**src/rtl/cpu_host_loader_if.sv**
```systemverilog
// rtl/cpu_host_loader_if.sv - host command/response stream bundle for cpu_host_loader
// Purpose: groups the host-side command and response valid/ready streams.
// Ports (signals):
//   cmd_valid/cmd_ready/cmd_op/cmd_addr/cmd_data  command stream, host -> loader
//   rsp_valid/rsp_ready/rsp_data/rsp_err          response stream, loader -> host
// Modports: master = host side, slave = loader side.
interface cpu_host_loader_if;
    logic        cmd_valid;
    logic        cmd_ready;
    logic [2:0]  cmd_op;
    logic [15:0] cmd_addr;
    logic [31:0] cmd_data;
    logic        rsp_valid;
    logic        rsp_ready;
    logic [31:0] rsp_data;
    logic        rsp_err;

    modport master (
        output cmd_valid, cmd_op, cmd_addr, cmd_data, rsp_ready,
        input  cmd_ready, rsp_valid, rsp_data, rsp_err
    );

    modport slave (
        input  cmd_valid, cmd_op, cmd_addr, cmd_data, rsp_ready,
        output cmd_ready, rsp_valid, rsp_data, rsp_err
    );
endinterface

```
**src/rtl/cpu_host_loader.sv**
```systemverilog
// rtl/cpu_host_loader.sv - host command engine driving the CPU test/load ports
// Purpose: executes one host command at a time (IMEM/DMEM write, DMEM read,
//   register read, counted RUN) and returns exactly one response per command.
//   Owns the CPU reset: the CPU only leaves reset while a RUN is in progress.
// Ports:
//   clk, rst        single clock, asynchronous active-high reset
//   host            command/response streams (slave modport)
//   cpu_rst_n       registered active-low CPU reset
//   imem_*          instruction memory write port
//   dmem_*          data memory read/write port (read data 1 cycle after dmem_re)
//   reg_addr/rdata  register-file read port (combinational read)
//   pc_in           CPU program counter
module cpu_host_loader #(
    parameter int IMEM_DEPTH = 1024,
    parameter int DMEM_DEPTH = 1024,
    parameter int REG_ADDR_W = 5,
    localparam int IA_W      = $clog2(IMEM_DEPTH),
    localparam int DA_W      = $clog2(DMEM_DEPTH)
) (
    input  logic                  clk,
    input  logic                  rst,
    cpu_host_loader_if.slave      host,
    output logic                  cpu_rst_n,
    output logic                  imem_we,
    output logic [IA_W-1:0]       imem_addr,
    output logic [31:0]           imem_wdata,
    output logic                  dmem_we,
    output logic                  dmem_re,
    output logic [DA_W-1:0]       dmem_addr,
    output logic [31:0]           dmem_wdata,
    input  logic [31:0]           dmem_rdata,
    output logic [REG_ADDR_W-1:0] reg_addr,
    input  logic [31:0]           reg_rdata,
    input  logic [31:0]           pc_in
);

    localparam logic [2:0] OP_IMEM_WR = 3'd0;
    localparam logic [2:0] OP_DMEM_WR = 3'd1;
    localparam logic [2:0] OP_DMEM_RD = 3'd2;
    localparam logic [2:0] OP_REG_RD  = 3'd3;
    localparam logic [2:0] OP_RUN     = 3'd4;

    typedef enum logic [2:0] {
        S_IDLE,
        S_WRITE,
        S_RD_REQ,
        S_RD_WAIT,
        S_REG_RD,
        S_RUN,
        S_RESP
    } state_t;

    state_t      state;
    logic [31:0] run_cnt;

    always_ff @(posedge clk or posedge rst) begin
        if (rst) begin
            state          <= S_IDLE;
            run_cnt        <= '0;
            cpu_rst_n      <= 1'b0;
            imem_we        <= 1'b0;
            imem_addr      <= '0;
            imem_wdata     <= '0;
            dmem_we        <= 1'b0;
            dmem_re        <= 1'b0;
            dmem_addr      <= '0;
            dmem_wdata     <= '0;
            reg_addr       <= '0;
            host.cmd_ready <= 1'b0;
            host.rsp_valid <= 1'b0;
            host.rsp_data  <= '0;
            host.rsp_err   <= 1'b0;
        end else begin
            case (state)
                S_IDLE: begin
                    // cmd_ready comes up one cycle after reset release
                    if (!host.cmd_ready) begin
                        host.cmd_ready <= 1'b1;
                    end else if (host.cmd_valid) begin
                        host.cmd_ready <= 1'b0;
                        host.rsp_data  <= '0;
                        host.rsp_err   <= 1'b0;
                        case (host.cmd_op)
                            OP_IMEM_WR: begin
                                imem_addr  <= host.cmd_addr[IA_W-1:0];
                                imem_wdata <= host.cmd_data;
                                imem_we    <= 1'b1;
                                state      <= S_WRITE;
                            end
                            OP_DMEM_WR: begin
                                dmem_addr  <= host.cmd_addr[DA_W-1:0];
                                dmem_wdata <= host.cmd_data;
                                dmem_we    <= 1'b1;
                                state      <= S_WRITE;
                            end
                            OP_DMEM_RD: begin
                                dmem_addr <= host.cmd_addr[DA_W-1:0];
                                dmem_re   <= 1'b1;
                                state     <= S_RD_REQ;
                            end
                            OP_REG_RD: begin
                                reg_addr <= host.cmd_addr[REG_ADDR_W-1:0];
                                state    <= S_REG_RD;
                            end
                            OP_RUN: begin
                                if (host.cmd_data == 32'd0) begin
                                    host.rsp_valid <= 1'b1;
                                    state          <= S_RESP;
                                end else begin
                                    run_cnt   <= host.cmd_data;
                                    cpu_rst_n <= 1'b1;
                                    state     <= S_RUN;
                                end
                            end
                            default: begin
                                host.rsp_err   <= 1'b1;
                                host.rsp_valid <= 1'b1;
                                state          <= S_RESP;
                            end
                        endcase
                    end
                end
                S_WRITE: begin
                    imem_we        <= 1'b0;
                    dmem_we        <= 1'b0;
                    host.rsp_valid <= 1'b1;
                    state          <= S_RESP;
                end
                S_RD_REQ: begin
                    dmem_re <= 1'b0;
                    state   <= S_RD_WAIT;
                end
                S_RD_WAIT: begin
                    host.rsp_data  <= dmem_rdata;
                    host.rsp_valid <= 1'b1;
                    state          <= S_RESP;
                end
                S_REG_RD: begin
                    host.rsp_data  <= reg_rdata;
                    host.rsp_valid <= 1'b1;
                    state          <= S_RESP;
                end
                S_RUN: begin
                    if (cpu_rst_n) begin
                        // last counted edge: drop reset so the CPU saw exactly N edges
                        if (run_cnt == 32'd1) begin
                            cpu_rst_n <= 1'b0;
                        end
                        run_cnt <= run_cnt - 32'd1;
                    end else begin
                        // the CPU's reset takes hold on this edge, so pc_in still
                        // reflects all N executed edges
                        host.rsp_data  <= pc_in;
                        host.rsp_valid <= 1'b1;
                        state          <= S_RESP;
                    end
                end
                S_RESP: begin
                    if (host.rsp_ready) begin
                        host.rsp_valid <= 1'b0;
                        host.cmd_ready <= 1'b1;
                        state          <= S_IDLE;
                    end
                end
                default: begin
                    state <= S_IDLE;
                end
            endcase
        end
    end

endmodule

```
**src/flat_wrapper.sv**
```systemverilog
// flat-port wrapper written by rule: the top's interface ports become plain ports
module cpu_host_loader_flat 
#(
    parameter int IMEM_DEPTH = 1024,
    parameter int DMEM_DEPTH = 1024,
    parameter int REG_ADDR_W = 5,
    localparam int IA_W      = $clog2(IMEM_DEPTH),
    localparam int DA_W      = $clog2(DMEM_DEPTH)
)
  (clk, rst, cpu_rst_n, imem_we, imem_addr, imem_wdata, dmem_we, dmem_re, dmem_addr, dmem_wdata, dmem_rdata, reg_addr, reg_rdata, pc_in, host_cmd_valid, host_cmd_op, host_cmd_addr, host_cmd_data, host_rsp_ready, host_cmd_ready, host_rsp_valid, host_rsp_data, host_rsp_err);
  cpu_host_loader_if host_i ();
  input  logic clk;
  input  logic rst;
  output logic cpu_rst_n;
  output logic imem_we;
  output logic [IA_W-1:0] imem_addr;
  output logic [31:0] imem_wdata;
  output logic dmem_we;
  output logic dmem_re;
  output logic [DA_W-1:0] dmem_addr;
  output logic [31:0] dmem_wdata;
  input  logic [31:0] dmem_rdata;
  output logic [REG_ADDR_W-1:0] reg_addr;
  input  logic [31:0] reg_rdata;
  input  logic [31:0] pc_in;
  input wire logic [$bits(host_i.cmd_valid)-1:0] host_cmd_valid;
  input wire logic [$bits(host_i.cmd_op)-1:0] host_cmd_op;
  input wire logic [$bits(host_i.cmd_addr)-1:0] host_cmd_addr;
  input wire logic [$bits(host_i.cmd_data)-1:0] host_cmd_data;
  input wire logic [$bits(host_i.rsp_ready)-1:0] host_rsp_ready;
  output wire logic [$bits(host_i.cmd_ready)-1:0] host_cmd_ready;
  output wire logic [$bits(host_i.rsp_valid)-1:0] host_rsp_valid;
  output wire logic [$bits(host_i.rsp_data)-1:0] host_rsp_data;
  output wire logic [$bits(host_i.rsp_err)-1:0] host_rsp_err;
  assign host_i.cmd_valid = host_cmd_valid;
  assign host_i.cmd_op = host_cmd_op;
  assign host_i.cmd_addr = host_cmd_addr;
  assign host_i.cmd_data = host_cmd_data;
  assign host_i.rsp_ready = host_rsp_ready;
  assign host_cmd_ready = host_i.cmd_ready;
  assign host_rsp_valid = host_i.rsp_valid;
  assign host_rsp_data = host_i.rsp_data;
  assign host_rsp_err = host_i.rsp_err;
  cpu_host_loader #(.IMEM_DEPTH(IMEM_DEPTH), .DMEM_DEPTH(DMEM_DEPTH), .REG_ADDR_W(REG_ADDR_W)) u_core (.clk(clk), .rst(rst), .host(host_i), .cpu_rst_n(cpu_rst_n), .imem_we(imem_we), .imem_addr(imem_addr), .imem_wdata(imem_wdata), .dmem_we(dmem_we), .dmem_re(dmem_re), .dmem_addr(dmem_addr), .dmem_wdata(dmem_wdata), .dmem_rdata(dmem_rdata), .reg_addr(reg_addr), .reg_rdata(reg_rdata), .pc_in(pc_in));
endmodule
```
**config.mk**
```make
export PLATFORM = sky130hd
export DESIGN_NAME = cpu_host_loader_flat
export DESIGN_NICKNAME = d
export VERILOG_FILES = /design/src/rtl/cpu_host_loader_if.sv /design/src/rtl/cpu_host_loader.sv /design/src/flat_wrapper.sv
export SDC_FILE = /design/constraint.sdc
export NUM_CORES = 1
export LEC_CHECK = 0
export ABC_AREA = 1
export CAP_MARGIN = 20
export CORE_MARGIN = 2
export CORE_UTILIZATION = 48
export CTS_BUF_LIST = sky130_fd_sc_hd__clkbuf_4
export CTS_CLUSTER_DIAMETER = 80
export CTS_CLUSTER_SIZE = 28
export DETAILED_ROUTE_END_ITERATION = 10
export PLACE_DENSITY = 0.82
export SETUP_SLACK_MARGIN = 0.02
export SKIP_CTS_REPAIR_TIMING = 1
export SYNTH_ARGS = -nofsm -noshare
export SYNTH_HDL_FRONTEND = slang
export SYNTH_SLANG_ARGS = --single-unit
```
**constraint.sdc**
```tcl
create_clock -name clk -period 6.3 [get_ports clk]
set_input_delay 0.945 -clock clk [delete_from_list [all_inputs] [get_ports clk]]
set_output_delay 0.945 -clock clk [all_outputs]
set_load 0.03 [all_outputs]
```
Word-level counts from Yosys, hierarchy flattened
Cells that the tools add are included.
{ "classes": {"addsub": 1, "n_mul": 0, "n_div": 0, "magnitude_cmp": 0, "n_eq_ne": 23, "shifts": 0, "muxes": 48, "bitwise": 0, "reduce_logical": 28} }
{ "ops": {"columns": ["op", "n"], "rows": [
  ["two-way mux 32 bit", 8],
  ["one-hot mux 32 bit (4 select lines)", 1],
  ["one-hot mux 32 bit (2 select lines)", 1],
  ["AND reduction 4 bit", 9],
  ["== test 32 x 1 -> 1 bit, second input constant", 1],
  ["zero test 32 bit", 1],
  ["subtractor 32 x 1 -> 32 bit, second input constant", 1],
  ["two-way mux 1 bit", 24],
  ["inequality test 2 bit, second input constant", 9],
  ["one-hot mux 3 bit (5 select lines)", 1],
  ["== test 3 x 2 -> 1 bit, second input constant", 4],
  ["== test 3 bit, second input constant", 4],
  ["two-way mux 3 bit", 4],
  ["one-hot mux 1 bit (2 select lines)", 6],
  ["one-hot mux 3 bit (4 select lines)", 1],
  ["nonzero test 2 bit", 4],
  ["nonzero test 4 bit", 2],
  ["AND reduction 7 bit", 1],
  ["== test 3 x 1 -> 1 bit, second input constant", 2],
  ["zero test 3 bit", 2],
  ["AND reduction 6 bit", 1],
  ["AND reduction 5 bit", 1],
  ["OR reduction 5 bit", 1],
  ["inequality test 2 x 1 -> 1 bit, second input constant", 2],
  ["other kinds (8)", 9]
]} }
{ "totals": {"reg_bits": 163, "latchBits": 0, "ramBits": 0, "mem_bits_ro": 0, "in_bits": 151, "output_inout_bits": 128, "wordCells": 115, "mem_count": 0} }

Longest topological paths before layout
Gate-level depths: netlist of the first run.
{ "depth": {"ltp_word": 6, "depth_mapped": 11, "ltp_nobuf": 11} }

Worst setup path before layout of the first run
OpenSTA, ideal clock, no wires.
{ "synth_timing": {"path_type": "input port to flip-flop", "from": "in host_cmd_op[2]", "to": "reg u_core.dmem_wdata[0]", "setup_ps": 131, "arrival_ps": 1872, "required_time_ps": 6169, "path_slack_ps": 4296, "cell_stages": 9, "path_buffers": 3, "cell_sequence": "clkbuf_1 > inv_1 > nand2_1 > nor2_1 > nand2_1 > buf_6 > buf_4 > nand2_1 > o21ai_0"} }
{ "synth_between": {"elab_chain_len": 2} }
{ "synth_rtl": {"columns": ["element", "line_no", "text"], "rows": [
  ["start, declared", "flat_wrapper.sv:27", "input wire logic [$bits(host_i.cmd_op)-1:0] host_cmd_op;"],
  ["== test 3 x 1 -> 1 bit", "cpu_host_loader.sv:83", "case (host.cmd_op)"],
  ["AND reduction 4 bit (no line)", null, null],
  ["end signal, assigned", "cpu_host_loader.sv:92", "dmem_wdata <= host.cmd_data;"],
  ["end, declared", "cpu_host_loader.sv:30", "output logic [31:0] dmem_wdata,"]
]} }
No other way between the ends.
A chain may end at the register's enable or synchronous reset.

Worst setup path after layout of the first run
{ "layout_timing": {"from": "reg u_core.state[1]", "to": "reg u_core.host.rsp_valid"} }
{ "layout_between": {"elab_chain_len": 4, "elab_cells_between_ends": 16, "classes_between": "11 x eq/ne; 1 x mux; 4 x reduce/logical"} }
{ "layout_rtl": {"columns": ["element", "line_no", "text"], "rows": [
  ["start, declared", "cpu_host_loader.sv:53", "state_t state;"],
  ["start signal, assigned", "cpu_host_loader.sv:58", "state <= S_IDLE;"],
  ["start signal, assigned", "cpu_host_loader.sv:88", "state <= S_WRITE;"],
  ["start signal, assigned", "cpu_host_loader.sv:94", "state <= S_WRITE;"],
  ["== test 3 x 1 -> 1 bit, or another cell as far along", "cpu_host_loader.sv:74", "case (state)"],
  ["OR reduction 3 bit (no line)", null, null],
  ["nonzero test 4 bit (no line)", null, null],
  ["AND reduction 7 bit (no line)", null, null],
  ["end signal, assigned", "cpu_host_loader.sv:70", "host.rsp_valid <= 1'b0;"],
  ["end signal, assigned", "cpu_host_loader.sv:107", "host.rsp_valid <= 1'b1;"],
  ["end signal, assigned", "cpu_host_loader.sv:117", "host.rsp_valid <= 1'b1;"],
  ["end, declared", "cpu_host_loader_if.sv:25", "output cmd_ready, rsp_valid, rsp_data, rsp_err"]
]} }
Parallel ways exist; a longest one is shown, timed or not.

==> results of run 1 <==
==> worst reg2reg max path, cell delays in order, from the launching register on <==
cell	delay [ns]
dfrtp_1	0.53
inv_2	0.13
nand3_2	0.49
inv_2	0.11
nand2_2	0.42
nand2_2	0.18
inv_2	0.50
nand4_1	0.16
nand2_1	0.09
nand2_1	0.05
==> metal layers <==
layer / vias to the layer above / GRT usage / share of wire
met2: 292 / 0.4224 / 0.46
met4: 0 / 0.09144 / 0.021
met5: - / 0 / 0
met3: 41 / 0.07606 / 0.084
li1: 4128 / - / -
met1: 3865 / 0.3722 / 0.43
==> cell usage in the layout, fill, tap and decap left out, types with 7 or more instances in the layout <==
cell             Yosys  routed
clkbuf_4             0      19
nand2_1            388     387
clkinvlp_4           0       7
o21ai_0             76      76
dfrtp_1            163     163
clkdlybuf4s50_1      0     272
nand3_1            103     103
inv_1              127     126
nor2_1              94      94
o21ai_1             84      84
nand4_1             16      16
xor2_1               8       8
==> cell type report <==
type | count | area, µm²
clock buffer | 19 | 142.6
multi-input combinational | 799 | 3555
timing repair buffer | 279 | 2788
antenna | 1 | 2.502
fill | 1517 | 5713
tap | 225 | 281.5
inverter | 133 | 506.7
clock inverter | 12 | 108.9
sequential | 163 | 4079
==> per-stage QoR <==
stage	cells	setup slack [ns]	utilization
2_1_floorplan	1145	0.9500	-
3_3_place_gp	1598	3.049	0.6514
3_5_place_dp	1599	3.012	0.6526
4_1_cts	1630	3.533	0.6672
5_1_grt	1631	3.264	0.6674
6_report	1631	3.553	0.6674
==> cells by family (layout without fill, tap and decap cells) <==
kind of cell             Yosys count  count (layout)  share of synthesized area
AND/OR/NAND/NOR                  615             615                     0.3043
flip-flops                       163             163                     0.4861
adder cells (fa/ha/maj)            2               2                   0.002981
buffers and inverters            183             443                    0.09140
AO/OA/AOI/OAI                    174             174                     0.1069
other                              0               1                          0
XOR/XNOR                           8               8                   0.008350
==> state kept, by name (all words and copies together) (netlist names) <==
signal and flops:
u_core.imem_wdata 32, u_core.dmem_we 1, u_core.imem_addr 10, u_core.imem_we 1
u_core.host.rsp_data 32, u_core.state 3, u_core.dmem_re 1, u_core.host.cmd_ready 1
u_core.host.rsp_err 1, u_core.reg_addr 5, u_core.dmem_wdata 32, u_core.run_cnt 32
u_core.dmem_addr 10, u_core.cpu_rst_n 1, u_core.host.rsp_valid 1
==> worst paths after layout <==
check | to | cells after the start | startpoint
worst max-delay path | u_core.host.rsp_valid | 9 | u_core.state[1]
worst min-delay path | u_core.imem_wdata[26] | 2 | u_core.imem_wdata[26]
worst max register to register | u_core.host.rsp_valid | 9 | u_core.state[1]
worst min register to register | u_core.imem_wdata[26] | 2 | u_core.imem_wdata[26]
max in group asynchronous | u_core.run_cnt[26] | 3 | rst
min in group asynchronous | u_core.host.rsp_data[15] | 2 | rst
==> where the power goes <==
group | switching (mW) | total [mW] | internal (mW)
combinational | 0.0626 | 0.151 | 0.0885
sequential | 0 | 1.05 | 1.05
clock | 0.376 | 0.578 | 0.201
==> flow_summary_export.csv, run 1 <==
group,metric,value,unit
outcome,status,"finished, final reports clean",
global_route,grt_max_degree,68,
synth,yosys-top-cells-area,"dfrtp_1, nand2_1, nand3_1",
global_route,gr-usage-all-layers,0.2733,
floorplan,start_util,0.4886,
sta,hold_violations,0,
flow_run,drv_cap,0,
floorplan,die_h,136.2,µm
floorplan,coreArea,17180,µm²
sta,post-route-period-util,0.4360,
routing,drcViolationCount,0,
routing,dr_total_vias,8326,
placed_design,placed_area,11210,µm²
synth,syn_area,8392,µm²
floorplan,fp.dieW,136.2,µm
synth,synth_edf_count,0,
sta,slew_viol_final,0,
setup_path,required,6.78,ns
sta,fin_tns_setup,0,ns
clocking,ctsLongestPathBuffers,2,
setup_path,crit_buf_inv,3,
setup_path,crit_path_cell_trace,"inv_2 > nand3_2 > inv_2 > nand2_2 > nand2_2 > inv_2 > nand4_1 > nand2_1 > nand2_1",
synth,syn_nets,1298,
synth,synth_area_per_cell,7.329,µm²
layout,layout.nets,1546,
clocking,htreeDepth,4,
pwr,total_leakage_power,5.400,nW
setup_path,cp_common_cell,"inv_2",
sta,worst_slew_pin_slew,1.087,ns
routing,ant_nets,0,
sta,slew_headroom,0.2744,
synth,synth.distinct_cells,36,
clocking,clock_latency,0.57,ns
clocking,clkSlewWorstSetupHoldPaths,0.13,ns
sta,skew,0.01290,ns
placed_design,placement.io_buffers,272,
setup_path,path_max_fanout,34,
placed_design,dp_hpwl,18.38,mm
setup_path,critPathSlowestCell,"dfrtp_1",
clocking,numCtsBuffers,17,
pwr,p_per_area,154.8,nW/µm²
routing,dr.first_iter.drc_count,712,
pwr,power,1.775,mW
synth,synth_top_area_frac,0.4861,
synth,yosys_warnings,0,
synth,synth_most_common_cell,"nand2_1",
sta,finalHoldWorstSlack,0.4953,ns
routing,drt_pass1_iterations,6,
global_route,antenna_found_initial,1,
floorplan,io_pins,279,
sta,min_period,2.747,ns
floorplan,num_rows,48,
placed_design,gp_congestion,0.9067,
sta,finalSetupViolations,0,
global_route,grt_pass1_wl,39.85,mm
layout,drive_gt1_frac,0.03986,
setup_path,critical_path_class,"register to register",
synth,syn_inst,1145,
setup_path,start_kind,"register",
synth,ys_seq_area_frac,0.4861,
pwr,peakVddDrop,0.00009849,V
clocking,cts_tree,"done",
setup_path,crit_path_end_kind,"register",
setup_path,reg2reg_setup_slack,3.55,ns
routing,wirelength,25.27,mm
routing,vias_per_cell,5.105,
layout,stdcell_area,11460,µm²
setup_path,max_stage_delay,0.53,ns
synth,synth-async-reset-ratio,1.000,
layout,area_delta_synth_final,36.60,%
global_route,grt_pass1_vias,7919,
sta,fmax,364.1,MHz
global_route,grt_overflow_total,0,
setup_path,worstPathArrival,3.22,ns
synth,synth-main-ff-cell,"dfrtp_1",
synth,yosys.area.top_type,"dfrtp_1",
routing,wl_per_cell,15.49,µm
clocking,cts.sinks,163,
synth,ys_seq_elements,163,
sta,grt_setup_unrepaired,"no",
setup_path,crit_family,"simple AND/OR/NAND/NOR gates",
floorplan,dieArea,18560,µm²
synth,synth_common_cells,"nand2_1, dfrtp_1, inv_1",
clocking,root_buffer,"clkbuf_4",
min_path,hp-class,"register to register",
Note: power is estimated with default switching activity, not from simulation.
==> run 2, diff against run 1 <==
==> constraint.sdc (replaced) <==
create_clock -name clk -period 2.8 [get_ports clk]
set_input_delay 0.42 -clock clk [delete_from_list [all_inputs] [get_ports clk]]
set_output_delay 0.42 -clock clk [all_outputs]
set_load 0.03 [all_outputs]
==> run 2 against run 1 <==
  * Setup slack worse by 2.9 ns
  * Clock-buffer cell count is 1 lower
  * Via count is 1.2% higher
  * Power is 130% higher
  * Non-clock buffer count is 14 higher
  * Final cell count is 0.92% higher
  * Combinational power is 140% higher
  * Final area is 1.7% higher
  * Clock skew is 0.019 ns higher
  * Clock power is 140% higher
  * Critical endpoint is now cpu_rst_n
==> flow_summary_export.csv, run 2 (synthesized netlist as in run 1, its figures left out) <==
group,metric,value,unit
layout,final_common_cell,"nand2_1",
pwr,combPwrFrac,0.087,
layout,layout.nets,1560,
outcome,status,"finished, final reports clean",
setup_path,crit_path_end_kind,"output port",
setup_path,crit_family,"buffers and inverters",
sta,worst_slew_pin_slew,0.7239,ns
pwr,seq_power_share,0.571,
routing,ant_nets,0,
layout,fillers,1439,
layout,drive_gt1_frac,0.05070,
setup_path,start_kind,"register",
flow_run,drv_cap,0,
setup_path,required,2.38,ns
clocking,cts_tree,"done",
clocking,htreeDepth,4,
pwr,p_per_area,353.8,nW/µm²
sta,hold_violations,0,
placed_design,placement.io_buffers,272,
setup_path,max_stage_delay,0.72,ns
global_route,grt_max_degree,68,
global_route,grt_pass1_vias,7932,
global_route,grt_pass1_wl,40.30,mm
sta,finalSetupViolations,0,
sta,finalHoldWorstSlack,0.2820,ns
layout,layout_common_cells,"nand2_1, clkdlybuf4s50_1, dfrtp_1",
floorplan,io_pins,279,
routing,vias_per_cell,5.117,
floorplan,start_util,0.4886,
clocking,root_buffer,"clkbuf_4",
clocking,ctsLongestPathBuffers,2,
layout,area_delta_synth_final,38.87,%
placed_design,dp_hpwl,18.88,mm
floorplan,num_rows,48,
routing,wl_per_cell,15.45,µm
global_route,gr-usage-all-layers,0.2780,
pwr,p_int,3.046,mW
min_path,hp-class,"input pin to asynchronous set/reset pin",
pwr,total_leakage_power,5.527,nW
sta,skew,0.03167,ns
setup_path,critical_path_class,"register to output port",
sta,fmax,465.5,MHz
clocking,clkSlewWorstSetupHoldPaths,0.16,ns
clocking,cts.sinks,163,
layout,utilization,0.6785,
sta,grt_setup_unrepaired,"no",
routing,dr.first_iter.drc_count,671,
layout,regArea,4079,µm²
placed_design,place_ws,0.5019,ns
pwr,switching_share,0.2612,
setup_path,worstPathArrival,1.73,ns
routing,wirelength,25.44,mm
layout,multiInputGateArea,3555,µm²
sta,fin_tns_setup,0,ns
global_route,grt_overflow_total,0,
sta,setup_ws,0.6515,ns
clocking,clock_latency,0.57,ns
pwr,netSwitchingPower,1.077,mW
floorplan,die_h,136.2,µm
pwr,peakVddDrop,0.0002556,V
sta,min_period,2.148,ns
sta,slew_viol_final,0,
setup_path,path_max_fanout,3,
setup_path,crit_buf_inv,1,
sta,slew_headroom,0.5174,
setup_path,critPathSlowestCell,"clkdlybuf4s50_1",
routing,dr_total_vias,8423,
setup_path,crit_path_cell_trace,"clkdlybuf4s50_1",
routing,drcViolationCount,0,
clocking,numCtsBuffers,17,
floorplan,fp.dieW,136.2,µm
global_route,antenna_found_initial,1,
floorplan,coreArea,17180,µm²
placed_design,gp_congestion,0.9617,
floorplan,dieArea,18560,µm²
sta,post-route-period-util,0.7673,
routing,drt_pass1_iterations,5,
pwr,clock_power_share,0.342,
==> run 2: cell types whose count changed in the layout (fill, tap and decap cells not counted) <==
cell / previous run / this run
clkinv_4: 0 / 1
clkinv_1: 2 / 1
clkbuf_4: 19 / 18
clkinv_2: 1 / 2
inv_6: 3 / 7
buf_4: 6 / 15
inv_8: 0 / 2
buf_12: 1 / 6
clkinvlp_4: 7 / 2
==> run 2: cell type report <==
cell class / count / area share
repair buffers: 293 / 0.2536
diodes: 1 / 0.0002147
well taps: 225 / 0.02416
clock buffers: 18 / 0.01160
inverters: 133 / 0.04338
multi-input cells: 799 / 0.3050
clock inverters: 14 / 0.01202
flip-flops and latches: 163 / 0.3500
==> run 2: power groups by stage <==
| stage | registers, mW | clock network [mW] | logic [mW] |
|---|---|---|---|
| final | 2.35 | 1.41 | 0.357 |
| after global routing | 2.36 | 1.56 | 0.390 |
| after CTS | 2.35 | 1.45 | 0.360 |
| after detailed placement | 2.40 | 0 | 0.358 |
| after global placement | 2.40 | 0 | 0.356 |
| after floorplan | 2.40 | 0 | 0.0928 |
==> run 2: through the flow <==
stage	power, mW	instance area [µm²]	std cells
after floorplan	2.492	8396	1145
after global placement	2.754	11380	1613
after detailed placement	2.757	11380	1613
after CTS	4.166	11650	1645
after global routing	4.305	11650	1646
final	4.123	11650	1646
==> run 2: layer usage <==
layer / GRT usage / vias up / share of wire
met4: 0.09433 / 0 / 0.019
met3: 0.07718 / 41 / 0.080
met1: 0.3764 / 3913 / 0.44
met2: 0.4316 / 319 / 0.46
li1: - / 4150 / -
met5: 0 / - / 0
==> run 2: worst paths after layout <==
kind / start / endpoint / slack, ns / cells after the start
max: u_core.cpu_rst_n / cpu_rst_n / 0.65 / 1
min: rst / u_core.host.rsp_data[23] / 0.28 / 2
max reg2reg: u_core.state[1] / u_core.run_cnt[11] / 0.69 / 8
min reg2reg: u_core.imem_wdata[29] / u_core.imem_wdata[29] / 0.50 / 2
max in group asynchronous: rst / u_core.run_cnt[1] / 1.91 / 3
min in group clk: host_cmd_addr[8] / u_core.imem_addr[8] / 0.40 / 3
==> run 3, diff against run 2 <==
==> constraint.sdc (replaced) <==
create_clock -name clk -period 2.1 [get_ports clk]
set_input_delay 0.315 -clock clk [delete_from_list [all_inputs] [get_ports clk]]
set_output_delay 0.315 -clock clk [all_outputs]
set_load 0.03 [all_outputs]
==> run 3 against run 2 <==
  * Combinational power rose by 34%
  * Via count fell by 0.36%
  * Clock-buffer cell count did not move
  * Hold slack got worse by 0.18 ns
  * Critical path type unchanged
  * Highest routed layer unchanged
  * Critical endpoint is now host_rsp_data[27]
  * Clock power rose by 40%
  * Non-clock buffer count rose by 10
==> flow_summary_export.csv, run 3 (synthesized netlist as in run 1, its figures left out) <==
group,metric,value,unit
placed_design,gp_congestion,0.9336,
global_route,use_met1,0.3651,
pwr,switching_share,0.2397,
clocking,ctsLongestPathBuffers,2,
min_path,hp-class,"input pin to asynchronous set/reset pin",
clocking,numCtsBuffers,17,
layout,fillers,1479,
clocking,root_buffer,"clkbuf_4",
setup_path,start_kind,"register",
sta,slew_viol_final,0,
global_route,antenna_found_initial,1,
pwr,seq_power_share,0.561,
pwr,p_per_area,473.1,nW/µm²
global_route,grt_pass1_vias,8015,
global_route,grt_max_degree,56,
placed_design,place_inst,1623,
floorplan,coreArea,17180,µm²
sta,slew_headroom,0.6870,
global_route,grt.busiest_layer,"met2",
layout,layout_common_cells,"nand2_1, clkdlybuf4s50_1, dfrtp_1",
sta,worst_slew_pin_slew,0.4685,ns
sta,hold_violations,0,
clocking,clkSlewWorstSetupHoldPaths,0.14,ns
routing,wl_per_cell,15.40,µm
routing,dr_total_vias,8393,
floorplan,fp.dieW,136.2,µm
routing,dr.first_iter.drc_count,634,
pwr,combPwrFrac,0.085,
routing,vias_per_cell,5.068,
floorplan,die_h,136.2,µm
sta,grt_setup_unrepaired,"no",
pwr,power,5.593,mW
global_route,grt_use_met2,0.4405,
global_route,grt_overflow_total,0,
setup_path,worstPathArrival,1.70,ns
setup_path,critical_path_class,"register to output port",
sta,fmax,496.2,MHz
placed_design,placement.io_buffers,272,
pwr,clock_power_share,0.354,
layout,final_common_cell,"nand2_1",
setup_path,path_max_fanout,2,
routing,ant_nets,0,
layout,layout.nets,1570,
setup_path,max_stage_delay,0.69,ns
global_route,gr-usage-all-layers,0.2789,
setup_path,critPathSlowestCell,"clkdlybuf4s50_1",
routing,wirelength,25.50,mm
pwr,peakVddDrop,0.0004372,V
layout,drive_gt1_frac,0.05524,
layout,area_delta_synth_final,40.88,%
pwr,netSwitchingPower,1.340,mW
floorplan,dieArea,18560,µm²
pwr,p_int,4.252,mW
routing,drt_pass1_iterations,5,
pwr,total_leakage_power,5.639,nW
sta,min_period,2.015,ns
setup_path,crit_path_end_kind,"output port",
global_route,grt_util_met3,0.08501,
clocking,cts.sinks,163,
sta,skew,0.02061,ns
floorplan,io_pins,279,
layout,finalNonFillerCells,1656,
sta,post-route-period-util,0.9596,
setup_path,required,1.78,ns
setup_path,crit_buf_inv,1,
routing,drcViolationCount,0,
clocking,clock_latency,0.59,ns
floorplan,start_util,0.4886,
floorplan,num_rows,48,
clocking,htreeDepth,4,
placed_design,dp_hpwl,19.29,mm
global_route,grt_pass1_wl,40.22,mm
sta,finalSetupViolations,0,
setup_path,crit_path_cell_trace,"clkdlybuf4s50_1",
setup_path,crit_family,"buffers and inverters",
outcome,status,"finished, final reports clean",
flow_run,drv_cap,0,
clocking,cts_tree,"done",
==> run 3: changes by cell type in the layout (fill, tap and decap cells not counted), sizes merged <==
| cell | before | now |
|---|---|---|
| buf | 21 | 31 |
| dlymetal6s2s | 0 | 5 |
| bufinv | 1 | 3 |
| clkinv | 4 | 9 |
| clkdlybuf4s50 | 272 | 267 |
| inv | 140 | 133 |
==> run 3: power groups by stage <==
| stage | clock network, mW | registers [mW] | logic, mW |
|---|---|---|---|
| after floorplan | 0 | 3.20 | 0.124 |
| after global placement | 0 | 3.20 | 0.477 |
| after detailed placement | 0 | 3.20 | 0.480 |
| after CTS | 2.03 | 3.14 | 0.483 |
| after global routing | 2.15 | 3.14 | 0.521 |
| final | 1.98 | 3.14 | 0.477 |
==> run 3: worst paths after layout <==
path | from | end | slack, ns | cells after the start
max | u_core.host.rsp_data[27] | host_rsp_data[27] | 0.08 | 1
min | rst | u_core.host.rsp_data[4] | 0.1 | 2
max reg2reg | u_core.run_cnt[0] | u_core.run_cnt[30] | 0.19 | 9
min reg2reg | u_core.dmem_we | u_core.dmem_we | 0.49 | 2
max in group asynchronous | rst | u_core.dmem_wdata[21] | 1.36 | 3
min in group clk | host_cmd_addr[8] | u_core.imem_addr[8] | 0.28 | 3
==> run 3: final cells by class <==
class	instances	area [µm²]	area share
clock buffer	18	135.1	0.01143
antenna	1	2.502	0.0002117
timing repair buffer	303	3105	0.2627
clock inverter	14	158.9	0.01344
tap	225	281.5	0.02381
multi-input combinational	799	3555	0.3007
sequential	163	4079	0.3450
inverter	133	505.5	0.04276
==> run 3: layer usage <==
| metal | vias to the layer above | share of wire |
|---|---|---|
| li1 | 4174 | - |
| met1 | 3874 | 0.43 |
| met2 | 299 | 0.46 |
| met3 | 46 | 0.083 |
| met4 | 0 | 0.024 |
| met5 | - | 0 |
==> run 3: metrics by stage <==
stage / setup TNS (ns) / hold slack (ns) / cell area [µm²] / worst slack (ns) / util
global route: 0 / 0.08121 / 11820 / 0.02128 / 0.6883
CTS: -0.01041 / 0.07270 / 11810 / -0.01041 / 0.6874
floorplan: -46.59 / 0.4607 / 8396 / -0.2858 / -
detailed placement: 0 / 0.4646 / 11510 / 0.07005 / 0.6703
global placement: 0 / 0.4654 / 11510 / 0.1338 / 0.6703
finish: 0 / 0.09749 / 11820 / 0.08485 / 0.6883
